==> src/rtl/burst_detector.sv <==
// burst_detector: synchronises the raw modulated delay-line input into the
// PLL clock domain and turns each carrier burst into single-cycle start/end
// strobes plus an edge count. Bursts too short to confirm are flagged as glitches.
module burst_detector #(
    parameter int MIN_EDGES  = 4,
    parameter int GAP_CYCLES = 12,
    parameter int CNT_WIDTH  = 6
) (
    input  logic                 clk,
    input  logic                 rst_n,
    input  logic                 in_sig,
    output logic                 pulse_start,
    output logic                 pulse_end,
    output logic [CNT_WIDTH-1:0] pulse_len,
    output logic                 glitch,
    output logic                 carrier_active
);

    localparam int GAP_WIDTH = $clog2(GAP_CYCLES + 1);

    localparam logic [1:0] IDLE   = 2'd0;
    localparam logic [1:0] ARMING = 2'd1;
    localparam logic [1:0] ACTIVE = 2'd2;

    localparam logic [CNT_WIDTH-1:0] CNT_MAX  = '1;
    localparam logic [CNT_WIDTH-1:0] CNT_ONE  = CNT_WIDTH'(1);
    localparam logic [CNT_WIDTH-1:0] MIN_CNT  = CNT_WIDTH'(MIN_EDGES);
    localparam logic [GAP_WIDTH-1:0] GAP_LAST = GAP_WIDTH'(GAP_CYCLES - 1);
    localparam logic [GAP_WIDTH-1:0] GAP_ONE  = GAP_WIDTH'(1);

    logic s1, s2, s3;
    logic carrier_edge;

    logic [1:0]           state, state_d;
    logic [CNT_WIDTH-1:0] edge_cnt, edge_cnt_d, edge_cnt_inc;
    logic [GAP_WIDTH-1:0] gap_cnt, gap_cnt_d;
    logic [CNT_WIDTH-1:0] pulse_len_d;
    logic                 start_d, end_d, glitch_d;

    // Three-flop chain: s1 absorbs metastability, s2/s3 give a clean edge detect.
    always_ff @(posedge clk or negedge rst_n) begin
        if (!rst_n) begin
            s1 <= 1'b0;
            s2 <= 1'b0;
            s3 <= 1'b0;
        end else begin
            s1 <= in_sig;
            s2 <= s1;
            s3 <= s2;
        end
    end

    assign carrier_edge = s2 & ~s3;

    // Edge counter holds at its maximum rather than wrapping on very long bursts.
    assign edge_cnt_inc = (edge_cnt == CNT_MAX) ? edge_cnt : edge_cnt + CNT_ONE;

    // Burst FSM next-state logic; a carrier edge always beats the gap limit.
    always_comb begin
        state_d     = state;
        edge_cnt_d  = edge_cnt;
        gap_cnt_d   = gap_cnt;
        pulse_len_d = pulse_len;
        start_d     = 1'b0;
        end_d       = 1'b0;
        glitch_d    = 1'b0;
        case (state)
            IDLE: begin
                if (carrier_edge) begin
                    edge_cnt_d = CNT_ONE;
                    gap_cnt_d  = '0;
                    if (MIN_EDGES <= 1) begin
                        state_d = ACTIVE;
                        start_d = 1'b1;
                    end else begin
                        state_d = ARMING;
                    end
                end
            end
            ARMING: begin
                if (carrier_edge) begin
                    edge_cnt_d = edge_cnt_inc;
                    gap_cnt_d  = '0;
                    if (edge_cnt_inc == MIN_CNT) begin
                        state_d = ACTIVE;
                        start_d = 1'b1;
                    end
                end else if (gap_cnt == GAP_LAST) begin
                    state_d    = IDLE;
                    glitch_d   = 1'b1;
                    edge_cnt_d = '0;
                    gap_cnt_d  = '0;
                end else begin
                    gap_cnt_d = gap_cnt + GAP_ONE;
                end
            end
            ACTIVE: begin
                if (carrier_edge) begin
                    edge_cnt_d = edge_cnt_inc;
                    gap_cnt_d  = '0;
                end else if (gap_cnt == GAP_LAST) begin
                    state_d     = IDLE;
                    end_d       = 1'b1;
                    pulse_len_d = edge_cnt;
                    edge_cnt_d  = '0;
                    gap_cnt_d   = '0;
                end else begin
                    gap_cnt_d = gap_cnt + GAP_ONE;
                end
            end
            default: begin
                state_d    = IDLE;
                edge_cnt_d = '0;
                gap_cnt_d  = '0;
            end
        endcase
    end

    // State, counters and registered strobes; reset drops everything mid-burst silently.
    always_ff @(posedge clk or negedge rst_n) begin
        if (!rst_n) begin
            state       <= IDLE;
            edge_cnt    <= '0;
            gap_cnt     <= '0;
            pulse_len   <= '0;
            pulse_start <= 1'b0;
            pulse_end   <= 1'b0;
            glitch      <= 1'b0;
        end else begin
            state       <= state_d;
            edge_cnt    <= edge_cnt_d;
            gap_cnt     <= gap_cnt_d;
            pulse_len   <= pulse_len_d;
            pulse_start <= start_d;
            pulse_end   <= end_d;
            glitch      <= glitch_d;
        end
    end

    assign carrier_active = (state == ACTIVE);

endmodule

==> config.mk <==
export PLATFORM = sky130hd
export DESIGN_NAME = burst_detector
export DESIGN_NICKNAME = d
export VERILOG_FILES = /design/src/rtl/burst_detector.sv
export SDC_FILE = /design/constraint.sdc
export NUM_CORES = 1
export LEC_CHECK = 0
export ABC_AREA = 1
export ABC_CLOCK_PERIOD_IN_PS = 1700
export CORE_MARGIN = 4
export CORE_UTILIZATION = 25
export CTS_BUF_LIST = sky130_fd_sc_hd__clkbuf_8
export CTS_CLUSTER_DIAMETER = 200
export DETAILED_ROUTE_END_ITERATION = 10
export HOLD_SLACK_MARGIN = 0.12
export MAX_ROUTING_LAYER = met4
export PLACE_DENSITY_LB_ADDON = 0.15
export SLEW_MARGIN = 20
export SYNTH_ARGS = -nofsm -noshare
export SYNTH_HDL_FRONTEND = slang
export SYNTH_SLANG_ARGS = --single-unit
==> constraint.sdc <==
create_clock -name clk -period 1.7 [get_ports clk]
set_input_delay 0.255 -clock clk [delete_from_list [all_inputs] [get_ports clk]]
set_output_delay 0.255 -clock clk [all_outputs]
set_load 0.02 [all_outputs]
==> impl_metrics.env <==
export IMPL_die_w_um=78.1
export IMPL_numCtsBuffers=3
export IMPL_drt_iter0_markers=40
export IMPL_p_comb_share_pct=45.0
export IMPL_cp_end_kind="output pin"
export IMPL_syn_area_per_cell_um2=8.84
export IMPL_dieArea_um2=6100
export IMPL_synth_commonest_cells="dfrtp_1, inv_1, nand2_1"
export IMPL_finalSetupViolCount=0
export IMPL_synth_most_common_cell="dfrtp_1"
export IMPL_coreArea_um2=4750
export IMPL_first_pass_iters=4
export IMPL_cts_tree="built"
export IMPL_critical_path_required_ns=1.44
export IMPL_fin_crit_sh_pct=93.0
export IMPL_synth_cell_types=24
export IMPL_grt_max_degree=25
export IMPL_grtUsageMet1_pct=10.8
export IMPL_hold_path_class="primary input to asynchronous set/reset pin"
export IMPL_syn_num_nets=148
export IMPL_clockRootBuffer="clkbuf_8"
export IMPL_h_tree_depth=1
export IMPL_worst_pin_slew_ns=0.320
export IMPL_port_buffers=12
export IMPL_final_util_pct=32.5
export IMPL_pwr_share_clk_pct=17.7
export IMPL_finalNonFillerCells=228
export IMPL_rsz0062_at_grt="no"
export IMPL_routedWlPerCell_um=10.7
export IMPL_hold_buffers=0
export IMPL_p_sw_uw=715
export IMPL_grt_usage_pct=8.93
export IMPL_antenna_left=0
export IMPL_drive_above_1_share_pct=21.1
export IMPL_routed_wl_um=2440
export IMPL_finalHoldViolCount=0
export IMPL_fin_setup_tns_ns=0
export IMPL_syn2layout_area_growth_pct=25.8
export IMPL_fin_skew_ns=0.00421
export IMPL_final_cell_area_um2=1550
export IMPL_status="finished clean"
export IMPL_grt_pass1_wl_um=4260
export IMPL_syn_area_um2=1230
export IMPL_synth_edf_count=0
export IMPL_rows=25
export IMPL_use_met3_pct=2.52
export IMPL_drc=0
export IMPL_path_max_fanout=3
export IMPL_peakVddDrop_uv=609
export IMPL_cts_buffer_depth=2
export IMPL_yosysSeqAreaShare_pct=48.9
export IMPL_placed_cell_area_um2=1480
export IMPL_relSlewSlack_pct=78.7
export IMPL_seqPwrFrac_pct=37.3
export IMPL_clock_sinks=24
export IMPL_async_flop_share_pct=100
export IMPL_die_h_um=78.1
export IMPL_avgViaCountPerCell=4.24
export IMPL_crit_arrival_ns=1.33
export IMPL_syn_inst=139
export IMPL_start_util_pct=25.8
export IMPL_switching_share_pct=38.4
export IMPL_grt_ovfl_total=0
export IMPL_dp_hpwl_um=1890
export IMPL_period_needed_ns=1.58
export IMPL_vias=966
export IMPL_fmax_mhz=632
export IMPL_nNetsFinal=172
export IMPL_power_leakage_uw=0.000684
export IMPL_grt_use_met2_pct=14.3
export IMPL_startpoint_type="register"
export IMPL_worstSetupPathType="register to output pin"
export IMPL_antenna_found_initial=0
export IMPL_place_gp_congestion=0.860
export IMPL_yosys_area_top_type="dfrtp_1"
export IMPL_dpl_cell_count=224
export IMPL_ios=13
export IMPL_ys_dominant_reg_cell="dfrtp_1"
export IMPL_p_int_uw=1150
export IMPL_synth_top_area_share_pct=48.9
export IMPL_p_per_area_nw_per_um2=1210
export IMPL_finalMaxSlewViolations=0
export IMPL_drv_cap=0
export IMPL_cts_clk_slew_worst_paths_ns=0.08
export IMPL_first_global_vias=957
export IMPL_ys_ff_latch=24
export IMPL_yosys_warnings=0
export IMPL_synth_area_leaders="dfrtp_1, ha_1, inv_1"
export IMPL_insertion_delay_ns=0.26
export IMPL_busiest_layer="met2"
export IMPL_n_antenna_cell=0
==> kinds of logic (layout without fill, tap and decap cells) <==
logic type / count (synthesis) / count (layout) / synth area share, %
flip-flops: 24 / 24 / 48.9
AO/OA/AOI/OAI: 23 / 23 / 10.3
AND/OR/NAND/NOR: 61 / 61 / 26.0
buffers and inverters: 23 / 45 / 7.13
XOR/XNOR: 1 / 1 / 0.713
adder cells (fa/ha/maj): 6 / 6 / 6.11
multiplexers: 1 / 1 / 0.916
==> flip-flops by register name (all words and copies together), names as in the netlist <==
register and cells:
glitch 1, gap_cnt 4, pulse_len 6, s1 1, pulse_start 1, state 2
s2 1, s3 1, edge_cnt 6, pulse_end 1
==> critical path, stage by stage, from the launching register on <==
cell           delay (ns)
dfrtp_1              0.39
inv_1                0.13
ha_1                 0.20
dlygate4sd2_1        0.34
==> layout make-up <==
type,count,area (um^2)
tap,67,83.8
clock buffer,3,41.3
fill,520,3210
sequential,24,601
timing repair buffer,20,179
multi-input combinational,92,558
inverter,22,82.6
==> timing repair <==
item / 4_1_cts / 5_1_grt
gates resized for setup: 1 / 4
pin swaps: 0 / 3
setup buffers: 0 / 1
endpoints found under the setup margin: 1 / 3
==> power groups by stage <==
stage          clock network, uW  logic [uW]  registers (uW)
4_1_cts                      356         774             699
3_3_place_gp                   0         769             708
2_1_floorplan                  0         526             724
5_1_grt                      378         954             704
6_report                     330         838             694
3_5_place_dp                   0         774             709
==> cell usage in the layout (no fill, tap or decap), types with 3 or more instances in the layout <==
| master | n |
|---|---|
| a21oi_1 | 11 |
| buf_4 | 8 |
| clkbuf_8 | 3 |
| clkdlybuf4s50_1 | 11 |
| dfrtp_1 | 24 |
| ha_1 | 4 |
| inv_1 | 17 |
| inv_2 | 4 |
| nand2_1 | 18 |
| nand2_2 | 3 |
| nand3_1 | 6 |
| nand3_2 | 4 |
| nor2_1 | 15 |
| nor2_2 | 5 |
| nor3_1 | 3 |
| o21ai_0 | 5 |
| o22ai_1 | 5 |
==> final timing paths <==
path	startpoint	endpoint	slack [ns]	cells after the start
max	state[0]	carrier_active	0.12	3
min	rst_n	pulse_end	0.35	2
max reg2reg	state[0]	edge_cnt[0]	0.14	7
min reg2reg	s1	s2	0.36	0
max in group asynchronous	rst_n	edge_cnt[1]	1.10	2
min in group clk	s1	s2	0.36	0
==> layer usage <==
layer / routed length (um) / vias to the layer above / share of wire [%]
li1: - / 496 / -
met1: 1120 / 455 / 46
met2: 1190 / 13 / 49
met3: 109 / 2 / 4.5
met4: 19 / 0 / 0.78
met5: 0 / - / 0
==> stage by stage <==
step	hold WS, ns	setup WS (ns)	total power, uW
after detailed placement	0.342	0.105	1480
after global routing	0.373	0.0310	2040
after CTS	0.359	0.0929	1830
after global placement	0.335	0.111	1480
final	0.346	0.119	1860
after floorplan	-0.0406	0.134	1250
(Power assumes the default switching activity.)
==> variant 1: new RTL, config.mk and constraints unchanged <==
Register the output `pulse_start` once more, cleared by the reset; this adds one clock of latency there. The other outputs are not delayed to match.
--- a/src/rtl/burst_detector.sv
+++ b/src/rtl/burst_detector.sv
@@ -27,6 +27,8 @@
     localparam logic [CNT_WIDTH-1:0] MIN_CNT  = CNT_WIDTH'(MIN_EDGES);
     localparam logic [GAP_WIDTH-1:0] GAP_LAST = GAP_WIDTH'(GAP_CYCLES - 1);
     localparam logic [GAP_WIDTH-1:0] GAP_ONE  = GAP_WIDTH'(1);
+
+    logic pulse_start_s0;
 
     logic s1, s2, s3;
     logic carrier_edge;
@@ -123,7 +125,7 @@
             edge_cnt    <= '0;
             gap_cnt     <= '0;
             pulse_len   <= '0;
-            pulse_start <= 1'b0;
+            pulse_start_s0 <= 1'b0;
             pulse_end   <= 1'b0;
             glitch      <= 1'b0;
         end else begin
@@ -131,7 +133,7 @@
             edge_cnt    <= edge_cnt_d;
             gap_cnt     <= gap_cnt_d;
             pulse_len   <= pulse_len_d;
-            pulse_start <= start_d;
+            pulse_start_s0 <= start_d;
             pulse_end   <= end_d;
             glitch      <= glitch_d;
         end
@@ -139,5 +141,13 @@
 
     assign carrier_active = (state == ACTIVE);
 
+    always_ff @(posedge clk or negedge rst_n) begin
+        if (!rst_n) begin
+            pulse_start <= '0;
+        end else begin
+            pulse_start <= pulse_start_s0;
+        end
+    end
+
 endmodule
 
Behaviour: not the same (Yosys sat finds a counterexample within 10 cycles, from zero or initial values and one cycle with rst_n low).
==> variant 1 against the original RTL <==
Sequential cell count increased by 1. Setup slack improved by 0.036 ns. Highest routed layer unchanged. Routed wire length increased by 4.9%. Clock power increased by 16%. Clock skew decreased by 0.0025 ns. Non-clock buffer count unchanged. Area after synthesis increased by 4.7%. Sequential power increased by 5.8%. Design area increased by 4.0%. Combinational power increased by 8.2%. Power increased by 8.7%. Critical path type is now reg2reg.
==> variant 1: results (changes against the original RTL) <==
Hold Crit Class=in2async (unchanged); antenna violations before repair=0 (unchanged); first-pass GRT wire length=4390 um (was 4260 um); number of remaining DRC errors=0 (unchanged); Leakage Power=0.730 nW (was 0.684 nW); biggest regs=edge_cnt (6), pulse_len (6), gap_cnt (4) (unchanged); Avg Cell Area, Syn=8.93 um2 (was 8.84 um2); CP top delay family=simple AND/OR/NAND/NOR gates (was buffers and inverters); worst vdd ir=0.000682 V (was 0.000609 V); status=finished, final reports clean (unchanged); reg2reg end=state[1] (was edge_cnt[0]); CP startpoint=edge_cnt[1] (was state[0]); Reg clk slew, reported paths=0.10 ns (was 0.08 ns); Crit path arrival time=1.72 ns (was 1.33 ns); drt pass-1 iters=4 (unchanged); Syn. warnings=0 (unchanged); NetSw=0.000815 W (was 0.000715 W); average vias per placed instance=4.30 (was 4.24); post-synthesis mux area share=0% (was 0.916%); Hold WS=0.332 ns (was 0.346 ns); Worst path slowest cell=dfrtp_1 (unchanged); fillcell total=511 (was 520); max_slew headroom=78.6% (was 78.7%); sequential power=0.000734 W (was 0.000694 W); ant diodes=0 (unchanged); Setup WS pre-CTS=0.0395 ns (was 0.105 ns); CP peak stage delay=0.39 ns (about the same); P_int=0.00121 W (was 0.00115 W); post-synthesis xor/xnor area fraction=0% (was 0.713%); clock-net power=0.000383 W (was 0.000330 W); # nets final=177 (was 172); Synth Area in Adders=5.84% (was 6.11%); maximum fanout along the worst path=4 (was 3); Distinct cells, synth=28 (was 24); Tmin final=1.54 ns (was 1.58 ns); Total GRT Usage=8.97% (was 8.93%); CP Capture Type=register (was output pin); Seq/Total Area, Yosys=48.6% (was 48.9%); Port Buffers=12 (unchanged); fin cells=234 (was 228); syn nets=153 (was 148); final WL=2560 um (was 2440 um); Post-synth top cells=dfrtp_1, nand2_1, nor2_1, inv_1 (was dfrtp_1, inv_1, nand2_1, nor2_1, a21oi_1); layout cell share with drive strength beyond 1=24.6% (was 21.1%); total setup buffers inserted after CTS=0 (unchanged); DRT iter0 DRCs=50 (was 40); CTS buffer count=3 (unchanged); GPL Wtd Cong=0.822 (was 0.860); vias in the first global route=973 (was 957); Post-DP HPWL=1980 um (was 1890 um); reg2reg setup slack=0.16 ns (was 0.14 ns); Synth Area in Compound Gates=12.5% (was 10.3%); Worst Reg2Reg Path Length in Cells=12 (was 7); Worst-Skew Late Latency=0.27 ns; asr flop ratio synth=100% (unchanged); Root Buffer=clkbuf_8 (unchanged); H-tree levels=1 (unchanged); clock skew=0.00169 ns (was 0.00421 ns); largest net degree at the start of global routing=26 (was 25); Area contributors post-synth=dfrtp_1, ha_1, nand2_1 (was dfrtp_1, ha_1, inv_1)
variant 1: cell type report:
type / instances / area share [%]
sequential: 25 / 38.9
clock buffer: 3 / 2.57
clock inverter: 1 / 0.545
tap: 67 / 5.21
inverter: 23 / 5.60
multi-input combinational: 95 / 36.0
timing repair buffer: 20 / 11.1
variant 1: layer usage:
layer  track usage [%]  up-vias  wire (um)
met5                 -        -          0
met4              3.04        0         25
met3              1.81        2         80
met2              14.0        9       1240
met1              11.6      474       1220
li1                  -      521          -
variant 1: metrics by stage:
| step | util (%) | cell area (um2) |
|---|---|---|
| 2_1_floorplan | - | 1290 |
| 3_3_place_gp | 31.9 | 1550 |
| 3_5_place_dp | 31.9 | 1550 |
| 4_1_cts | 32.9 | 1590 |
| 5_1_grt | 33.2 | 1610 |
| 6_report | 33.2 | 1610 |
variant 1: timing repair:
action | in CTS | in global routing
hold buffers | 0 | 0
gates resized for setup | 1 | 7
cloned | 0 | 0
endpoints found under the setup margin | 1 | 2
==> variant 2: new RTL, config.mk and constraints unchanged <==
Made on the original files. Change the parameter `CNT_WIDTH` from 6 to 3.
--- a/src/rtl/burst_detector.sv
+++ b/src/rtl/burst_detector.sv
@@ -4,7 +4,7 @@
 module burst_detector #(
     parameter int MIN_EDGES  = 4,
     parameter int GAP_CYCLES = 12,
-    parameter int CNT_WIDTH  = 6
+    parameter int CNT_WIDTH  = 3
 ) (
     input  logic                 clk,
     input  logic                 rst_n,
Interface: changed (resized pulse_len); port bits go from 13 to 10. The function was not compared with the original's and may differ.
==> variant 2 against the original RTL <==
Routed wire length decreased by 24%. Final cell count down 26%. Area after synthesis decreased by 24%. Sequential cell count is 6 lower. Power down 12%. Setup slack gained 0.029 ns. Hold slack got worse by 0.012 ns. Design area decreased by 26%. Critical path depth stayed put. First-iteration DRC count down 57%. Largest cell class unchanged.
==> variant 2: results (changes against the original RTL) <==
GPL Wtd Cong=0.792 (was 0.860); CP peak stage delay=0.42 ns (was 0.39 ns); maximum fanout along the worst path=4 (was 3); Total GRT Usage=9.10% (was 8.93%); met2 WL=911 um (was 1190 um); Hold WS=0.334 ns (was 0.346 ns); layout cell share with drive strength beyond 1=13.9% (was 21.1%); Post-DP HPWL=1450 um (was 1890 um); Leakage Power=0.556 nW (was 0.684 nW); antenna violations before repair=0 (unchanged); wire length on met1=857 um (was 1120 um); max_slew headroom=80.3% (was 78.7%); M1 GR Usage=10.7% (was 10.8%); DP Area=1090 um2 (was 1480 um2); Cells after DPL=164 (was 224); # nets final=132 (was 172); CP top delay family=buffers and inverters (unchanged); first-pass GRT wire length=3390 um (was 4260 um); clock-net power=0.000350 W (was 0.000330 W); Worst-Skew Late Latency=~0.25 ns; comb pwr=0.000711 W (was 0.000838 W); vias in the first global route=764 (was 957); Seq/Total Area, Yosys=48.1% (was 48.9%); fin cells=168 (was 228); met2 usage=14.3% (about the same); combinational share of power=43.4% (was 45.0%); status=finished, final reports clean (unchanged); largest net degree at the start of global routing=19 (was 25); Crit path arrival time=1.30 ns (was 1.33 ns); syn nets=117 (was 148); drt pass-1 iters=5 (was 4); mean routed wirelength per cell=11.1 um (was 10.7 um); Avg Cell Area, Syn=8.67 um2 (was 8.84 um2); period utilization=91.3% (was 93.0%); P_int=0.000966 W (was 0.00115 W); DRT iter0 DRCs=17 (was 40); clock skew=0.000831 ns (was 0.00421 ns); Post-synth top cells=nand2_1, dfrtp_1, inv_1, nor2_1, a21oi_1 (was dfrtp_1, inv_1, nand2_1, nor2_1, a21oi_1); average vias per placed instance=4.32 (was 4.24); biggest regs=gap_cnt (4), edge_cnt (3), pulse_len (3) (was edge_cnt (6), pulse_len (6), gap_cnt (4)); Worst Reg2Reg Path Length in Cells=7 (unchanged); Port Buffers=9 (was 12); reg2reg setup slack=0.25 ns (was 0.14 ns); met3 GRT Util=3.19% (was 2.52%); Area contributors post-synth=dfrtp_1, nand2_1, ha_1 (was dfrtp_1, ha_1, inv_1); worst vdd ir=0.000659 V (was 0.000609 V)
==> variant 2: cell types whose count changed after synthesis, moves of 2 or more <==
cell,before,now
a21oi_1,11,8
inv_1,18,16
dfrtp_1,24,18
nand2_1,18,21
nand2_2,3,1
o211ai_1,2,0
nor2_2,4,2
nor2_1,16,9
o22ai_1,5,2
nand3_2,4,2
==> variant 2: area by class of cell <==
| class | instances | area [um2] |
|---|---|---|
| fillers | 395 | 2320 |
| flip-flops and latches | 18 | 450 |
| multi-input cells | 71 | 414 |
| repair buffers | 10 | 96.3 |
| inverters | 19 | 71.3 |
| well taps | 46 | 57.6 |
| clock buffers | 4 | 55.1 |
==> variant 2: kinds of logic (layout without fill, tap and decap cells) <==
logic type	count (synthesis)	after routing	share of synthesized area, %
AND/OR/NAND/NOR	50	50	27.8
buffers and inverters	19	33	7.62
AO/OA/AOI/OAI	15	15	8.42
adder cells (fa/ha/maj)	6	6	8.02
flip-flops	18	18	48.1
